### src/rtl/needs_pkg.sv
// rtl/needs_pkg.sv - shared action codes, FSM states, need limits and deltas
package needs_pkg;

  localparam logic [2:0] ACT_FEED     = 3'd0;
  localparam logic [2:0] ACT_PLAY     = 3'd1;
  localparam logic [2:0] ACT_CLEAN    = 3'd2;
  localparam logic [2:0] ACT_MEDICINE = 3'd3;
  localparam logic [2:0] ACT_PET      = 3'd4;
  localparam logic [2:0] ACT_SLEEP    = 3'd5;

  typedef enum logic [1:0] {
    ST_AWAKE    = 2'd0,
    ST_SLEEPING = 2'd1,
    ST_DEAD     = 2'd2
  } state_t;

  localparam int NEED_MAX = 15;

  localparam logic signed [6:0] FEED_HUNGER_D    = -7'sd4;
  localparam logic signed [6:0] PLAY_HAPPY_D     = -7'sd4;
  localparam logic signed [6:0] PLAY_ENERGY_D    =  7'sd2;
  localparam logic signed [6:0] MED_HEALTH_D     = -7'sd6;
  localparam logic signed [6:0] PET_SOCIAL_D     = -7'sd4;
  localparam logic signed [6:0] PET_HAPPY_D      = -7'sd1;
  localparam logic signed [6:0] SLEEP_ENERGY_D   = -7'sd2;

  // Levels saturate at both ends; the sum is widened so it can never wrap.
  function automatic logic [3:0] apply_delta(input logic [3:0] level,
                                             input logic signed [6:0] delta);
    logic signed [6:0] sum;
    sum = $signed({3'b000, level}) + delta;
    if (sum < 7'sd0)
      return 4'd0;
    else if (sum > $signed(7'(NEED_MAX)))
      return 4'(NEED_MAX);
    else
      return sum[3:0];
  endfunction

endpackage

### src/rtl/tick_prescaler.sv
// rtl/tick_prescaler.sv - need-tick prescaler with 2-bit phase counter
module tick_prescaler #(
  parameter int TICK_DIV = 25_000_000
) (
  input  logic       clk,
  input  logic       reset,
  input  logic       enable,
  output logic       tick,
  output logic [1:0] phase
);

  localparam int CW = $clog2(TICK_DIV);
  localparam logic [CW-1:0] LAST = CW'(TICK_DIV - 1);

  logic [CW-1:0] count;

  // Tick is high in the last count cycle, so it lands on the wrap edge.
  assign tick = enable && (count == LAST);

  always_ff @(posedge clk or posedge reset) begin
    if (reset) begin
      count <= '0;
      phase <= 2'd0;
    end else if (enable) begin
      if (tick) begin
        count <= '0;
        phase <= phase + 2'd1;
      end else begin
        count <= count + CW'(1);
      end
    end
  end

endmodule

### src/rtl/needs_counters.sv
// rtl/needs_counters.sv - pet need levels driven by periodic ticks and user actions
module needs_counters
  import needs_pkg::*;
#(
  parameter int TICK_DIV = 25_000_000
) (
  input  logic       clk,
  input  logic       reset,
  input  logic       action_valid,
  input  logic [2:0] action_code,
  output logic       action_ready,
  output logic [3:0] hunger,
  output logic [3:0] happiness,
  output logic [3:0] health,
  output logic [3:0] hygiene,
  output logic [3:0] energy,
  output logic [3:0] social,
  output logic       sleeping,
  output logic       dead
);

  state_t state, next_state;
  logic       tick;
  logic [1:0] phase;
  logic       accept;
  logic       clean;
  logic signed [6:0] d_hunger, d_happiness, d_health, d_hygiene, d_energy, d_social;

  assign action_ready = (state == ST_AWAKE);
  assign sleeping     = (state == ST_SLEEPING);
  assign dead         = (state == ST_DEAD);
  assign accept       = action_valid && (state == ST_AWAKE);

  tick_prescaler #(
    .TICK_DIV(TICK_DIV)
  ) u_prescaler (
    .clk   (clk),
    .reset (reset),
    .enable(state != ST_DEAD),
    .tick  (tick),
    .phase (phase)
  );

  // Tick and action deltas accumulate so both land in one clamped update.
  always_comb begin
    d_hunger    = '0;
    d_happiness = '0;
    d_health    = '0;
    d_hygiene   = '0;
    d_energy    = '0;
    d_social    = '0;
    clean       = 1'b0;
    if (state == ST_AWAKE && tick) begin
      d_hunger = 7'sd1;
      d_energy = 7'sd1;
      if (phase[0]) begin
        d_happiness = 7'sd1;
        d_hygiene   = 7'sd1;
      end
      if (phase == 2'd3)
        d_social = 7'sd1;
      if (hunger >= 4'd12 || hygiene >= 4'd12)
        d_health = 7'sd1;
    end else if (state == ST_SLEEPING && tick) begin
      d_energy = SLEEP_ENERGY_D;
      if (phase[0])
        d_hunger = 7'sd1;
    end
    if (accept) begin
      case (action_code)
        ACT_FEED:     d_hunger = d_hunger + FEED_HUNGER_D;
        ACT_PLAY: begin
          d_happiness = d_happiness + PLAY_HAPPY_D;
          d_energy    = d_energy + PLAY_ENERGY_D;
        end
        ACT_CLEAN:    clean = 1'b1;
        ACT_MEDICINE: d_health = d_health + MED_HEALTH_D;
        ACT_PET: begin
          d_social    = d_social + PET_SOCIAL_D;
          d_happiness = d_happiness + PET_HAPPY_D;
        end
        default: ;
      endcase
    end
  end

  always_comb begin
    next_state = state;
    if (state != ST_DEAD && (hunger == 4'(NEED_MAX) || health == 4'(NEED_MAX)))
      next_state = ST_DEAD;
    else if (state == ST_SLEEPING && energy == 4'd0)
      next_state = ST_AWAKE;
    else if (accept && action_code == ACT_SLEEP)
      next_state = ST_SLEEPING;
  end

  // In DEAD every delta is zero, so the update below holds all levels.
  always_ff @(posedge clk or posedge reset) begin
    if (reset) begin
      state     <= ST_AWAKE;
      hunger    <= 4'd0;
      happiness <= 4'd0;
      health    <= 4'd0;
      hygiene   <= 4'd0;
      energy    <= 4'd0;
      social    <= 4'd0;
    end else begin
      state     <= next_state;
      hunger    <= apply_delta(hunger, d_hunger);
      happiness <= apply_delta(happiness, d_happiness);
      health    <= apply_delta(health, d_health);
      hygiene   <= clean ? 4'd0 : apply_delta(hygiene, d_hygiene);
      energy    <= apply_delta(energy, d_energy);
      social    <= apply_delta(social, d_social);
    end
  end

endmodule

### config.mk
export PLATFORM = sky130hd
export DESIGN_NAME = needs_counters
export DESIGN_NICKNAME = d
export VERILOG_FILES = /design/src/rtl/needs_pkg.sv /design/src/rtl/tick_prescaler.sv /design/src/rtl/needs_counters.sv
export SDC_FILE = /design/constraint.sdc
export NUM_CORES = 1
export LEC_CHECK = 0
export BUFFER_PORTS_ARGS = -buffer_cell sky130_fd_sc_hd__buf_2
export CORE_MARGIN = 2
export CORE_UTILIZATION = 59
export DETAILED_ROUTE_END_ITERATION = 10
export HOLD_SLACK_MARGIN = 0.1
export PLACE_DENSITY = 0.86
export SYNTH_ARGS = -nofsm -noshare
export SYNTH_HDL_FRONTEND = slang
export SYNTH_SLANG_ARGS = --single-unit
### constraint.sdc
create_clock -name clk -period 3.9 [get_ports clk]
set_input_delay 0.78 -clock clk [delete_from_list [all_inputs] [get_ports clk]]
set_output_delay 0.78 -clock clk [all_outputs]
set_load 0.01 [all_outputs]
; ---- Word-level counts from Yosys, hierarchy flattened
; Index checks and enable logic that the tools add are counted.
; W data, S select, Z words.
[classes]
n_mux = 39
n_reduce_logical = 14
eq_ne = 12
order_cmp = 14
addsub = 14
[ops]
columns = cell, count
row1 = $mux W7, 13
row2 = $mux W4, 13
row3 = $add A5 B7 Y7, 6
row4 = $gt A7 B5 Y1 const B, 6
row5 = $lt A7 B1 Y1 const B, 6
row6 = $add A7 B3 Y7 const B, 4
row7 = $add A25 B1 Y25 const B, 1
row8 = $eq A25 B25 Y1 const B, 1
row9 = $mux W25, 1
row10 = $pmux W7 S2, 1
row11 = $eq A4 B4 Y1 const B, 2
row12 = $ge A4 B4 Y1 const B, 2
row13 = $mux W1, 8
row14 = $add A7 B1 Y7 const B, 1
row15 = $add A7 B4 Y7 const B, 1
row16 = $logic_and A1 B1 Y1, 7
row17 = $eq A3 B2 Y1 const B, 2
row18 = $eq A3 B3 Y1 const B, 2
row19 = $mux W2, 3
row20 = $eq A2 B2 Y1 const B, 2
row21 = $logic_not A4 Y1, 1
row22 = $eq A3 B1 Y1 const B, 1
row23 = $logic_not A3 Y1, 1
row24 = $reduce_bool A3 Y1, 1
row25 = other kinds (6), 7
[word_totals]
wordCells = 102
register_bits = 53

; ---- Depth between registers and ports, before layout
[depth]
depth_word = 12
mapped_depth = 16
ltp_nobuf = 14

; ---- Hierarchy
; From an unflattened synthesis, not the netlist that was laid out.
[unflattened]
hier_cells = 345
hier_area_um2 = 3313.2
[modules_own_cells]
columns = mod, seq_area_each_um2, instances, cells_per_inst, area_each_um2
row1 = needs_counters, 650.6, 1, 207, 1950.6
row2 = tick_prescaler, 675.6, 1, 138, 1362.6

; ---- Least setup slack after synthesis
; No wires, ideal clock.
[synth_path]
path_kind = reg-to-reg
startpoint = reg state[1]
endpoint = reg energy[0]
stages_incl_launch_ff = 15
t_arrival_ns = 3.202
slack_ns = 0.556
setup_time_ns = 0.142
cell_sequence = dfrtp_1 -> buf_2 -> nor2b_1 -> buf_6 -> or3_4 -> or3_1 -> buf_2 -> nor2b_1 -> ha_1 -> o21ai_0 -> ha_1 -> a21oi_1 -> o21ai_0 -> a31oi_1 -> a21oi_1
[synth_via]
elab_chain_len = 12
word_cells_on_any_way = 17
classes_between = add/sub: 2 / order compare: 2 / eq/ne: 2 / mux: 6 / reduce/logical: 5
[synth_rtl]
columns = item, line_no
row1 = "start, declared", needs_counters.sv:22  ; state_t state, next_state;
row2 = "start signal, assigned", needs_counters.sv:108  ; state <= next_state;
row3 = $ne A2 B2 Y1, needs_counters.sv:39  ; .enable(state != ST_DEAD),
row4 = $logic_and A1 B1 Y1, tick_prescaler.sv:18  ; assign tick = enable && (count == LAST);
row5 = $logic_and A1 B1 Y1, needs_counters.sv:64  ; end else if (state == ST_SLEEPING && tick) begin
row6 = $mux W7, needs_counters.sv:64
row7 = $mux W7, needs_counters.sv:53  ; if (state == ST_AWAKE && tick) begin
row8 = $add A7 B3 Y7, needs_counters.sv:74  ; d_energy = d_energy + PLAY_ENERGY_D;
row9 = $mux W7, needs_counters.sv:70  ; case (action_code)
row10 = $mux W7 *, needs_counters.sv:69  ; if (accept) begin
row11 = $add A5 B7 Y7 *, needs_pkg.sv:31  ; sum = $signed({3'b000, level}) + delta;
row12 = $gt A7 B5 Y1, needs_pkg.sv:34  ; else if (sum > $signed(7'(NEED_MAX)))
row13 = $mux W4, needs_pkg.sv:34
row14 = $mux W4 *, needs_pkg.sv:32  ; if (sum < 7'sd0)
row15 = "end signal, assigned", needs_counters.sv:113  ; energy <= apply_delta(energy, d_energy);
row16 = "end, declared", needs_counters.sv:16  ; output logic [3:0] energy,
; Every way passes the cells marked *; elsewhere a longest branch is shown, timed or not.
; A chain may end at the register's enable or synchronous reset.

; ---- Worst setup path in the final report
[layout_path]
startpoint = reg state[0]
endpoint = reg energy[0]
; The elaborated chain is that of the path after synthesis.

==> flow_summary.json <==
{
  "status": "complete, no violations",
  "hold_class": "flip-flop to flip-flop",
  "drv_cap": 0,
  "postCtsSetupBuffers": 0,
  "area_growth_pct": 9.91,
  "ys_types": 50,
  "synth.area.top_cells": "dfrtp_1 (40%), ha_1 (11%), a21oi_1 (4.8%)",
  "netlist_area_um2": 3310,
  "viasPerCell": 5.72,
  "end_kind": "flip-flop",
  "yosysTopAreaCellShare": 0.401,
  "crit_type": "flip-flop to flip-flop",
  "required_ps": 4080,
  "clk_pin_slew_ps": 90,
  "ir_worst_vdd_mv": 0.411,
  "syn_inst": 355,
  "drt-initial-drc-count": 156,
  "fin_skew_ps": 12.0,
  "grt_start_max_net_pins": 54,
  "period_share": 0.909,
  "ys_seq_area_frac": 0.401,
  "io_pins": 33,
  "core_area_um2": 5470,
  "wl_per_cell_um": 14.5,
  "ant_nets": 0,
  "synth_edf_count": 0,
  "cts_root_buf": "clkbuf_8",
  "rows": 27,
  "ys.warnings.count": 0,
  "via_count": 2641,
  "top_usage_layer": "met2",
  "layout_min_cycle_time_ps": 3550,
  "yosysTopAreaCell": "dfrtp_1",
  "synthArstFlopShare": 1.00,
  "numCtsBuffers": 5,
  "grt_pass1_wl_um": 11700,
  "drcViolationCount": 0,
  "synth_commonest_cells": "dfrtp_1 (53), a21oi_1 (32), nor2_1 (30)",
  "tightest_slew_ps": 1080,
  "finalNetCount": 428,
  "wl_um": 6680,
  "timing.rr.start": "state[0]",
  "clock_latency_ps": 300,
  "seq_area_um2": 1330,
  "die_width_um": 78.9,
  "setup_tns_ps": 0,
  "final-setup-viol-count": 0,
  "n_antenna_cell": 0,
  "grtUsageMet1": 0.296,
  "overflow": 0,
  "slowest_delay_ps": 500,
  "slew_viol_final": 0,
  "die_area_um2": 6220,
  "fp.dieH_um": 78.9,
  "grt_use_met3": 0.0409,
  "clock_path_buffers": 2,
  "syn_nets": 393,
  "yosysMostFrequentCell": "dfrtp_1",
  "crit_path_top_delay_cell": "or3_1",
  "cts_tree": "yes",
  "grt_use_total": 0.236,
  "cp-start-kind": "flip-flop",
  "cts_hold_buf": 0,
  "fillerInstances": 436,
  "path_cells": "nor2b_1, or3_4, or3_1, nor2b_1, ha_1, o21ai_0, ha_1, a21oi_1, o21ai_0, a31oi_1, a21oi_1",
  "fmax_ghz": 0.282,
  "relSlewSlack": 0.282,
  "multi_input_area_um2": 1860,
  "place_congestion": 0.914,
  "crit_fanout": 10,
  "drive_above_1_share": 0.141,
  "numPortBuffers": 32,
  "grt_antenna_before_repair": 0,
  "grt_pass1_vias": 2666,
  "ys.flop_type": "dfrtp_1",
  "hold_depth": 1,
  "ff2ff_path_depth": 11,
  "rsz0062_at_grt": "false",
  "htree_levels": 2,
  "met2_usage": 0.415,
  "holdPathEnd": "u_prescaler.count[4]",
  "regToRegEndpoint": "energy[0]",
  "cts_sinks": 53,
  "dp_hpwl_um": 5170,
  "hold_start": "u_prescaler.count[4]",
  "critPathArrivalTime_ps": 3730,
  "leakage_nw": 1.76,
  "initial_core_util": 0.604,
  "power.density_nw_per_um2": 522,
  "power_mw": 1.90,
  "reg2reg_slack_ps": 350,
  "ys_seq_elements": 53,
  "syn_avg_cell_area_um2": 9.32,
  "dr.pass1.iters": 4,
  "hold_viol_final": 0
}
what timing repair did:
item | CTS | global route
endpoints found under the hold margin | 0 | 0
endpoints found under the setup margin | 0 | 1
resized for setup | 0 | 1
worst max-delay path by stage:
stage,startpoint,to
final,state[0],energy[0]
after global routing,state[0],energy[0]
after global placement,state[0],health[1]
after CTS,state[0],energy[0]
after floorplan,state[1],energy[0]
after detailed placement,state[0],energy[0]
cells by family (layout without fill, tap and decap cells):
kind of cell / Yosys count / after routing / synth area share
AND/OR/NAND/NOR: 137 / 137 / 0.222
AO/OA/AOI/OAI: 70 / 70 / 0.123
flip-flops: 53 / 53 / 0.401
adder cells (fa/ha/maj): 32 / 32 / 0.128
buffers and inverters: 31 / 66 / 0.0382
XOR/XNOR: 27 / 27 / 0.0715
multiplexers: 5 / 5 / 0.0163
cell usage in the layout, fill, tap and decap left out, types with 15 or more instances in the layout:
master   instances
o21ai_0         15
nand2_1         29
ha_1            29
buf_2           32
inv_1           23
nor2_1          30
xor2_1          15
a21oi_1         32
nand3_1         15
dfrtp_1         53
report_power, final:
| part | switching (mW) | internal, mW | total, mW |
|---|---|---|---|
| logic | 0.400 | 0.314 | 0.715 |
| clock network | 0.166 | 0.141 | 0.308 |
| registers | 0.165 | 0.711 | 0.875 |
cell type report:
cell class / instances / area share
Tap cell: 72 / 0.0248
Clock buffer: 7 / 0.0237
Sequential cell: 53 / 0.365
Inverter: 24 / 0.0248
Timing Repair Buffer: 35 / 0.0502
Multi-Input combinational cell: 271 / 0.512
per-layer routing:
| metal | vias up | wire [um] | share of wire |
|---|---|---|---|
| met5 | - | 0 | 0 |
| met4 | 0 | 132 | 0.020 |
| met3 | 13 | 226 | 0.034 |
| met2 | 49 | 3260 | 0.49 |
| met1 | 1258 | 3060 | 0.46 |
| li1 | 1321 | - | - |
stage by stage:
stage	setup slack [ps]	std cells	hold slack, ps	cell area [um2]	util
2_1_floorplan	556	355	443	3310	-
3_3_place_gp	501	455	460	3540	0.648
3_5_place_dp	353	455	490	3540	0.648
4_1_cts	327	462	507	3630	0.663
5_1_grt	57.6	462	536	3640	0.664
6_report	354	462	506	3640	0.664
flip-flops by register name (all words and copies together), names as in the netlist:
| signal | flops |
|---|---|
| hunger | 4 |
| happiness | 4 |
| health | 4 |
| state | 2 |
| social | 4 |
| energy | 4 |
| hygiene | 4 |
| u_prescaler.count | 25 |
| u_prescaler.phase | 2 |
critical path, delay by kind of cell (launching register included):
kind / cells / cell delay, ps
AND/OR/NAND/NOR: 4 / 1310
AO/OA/AOI/OAI: 5 / 1100
adder cells (fa/ha/maj): 2 / 530
flip-flops: 1 / 490
Power figures use the tool's default switching activity.
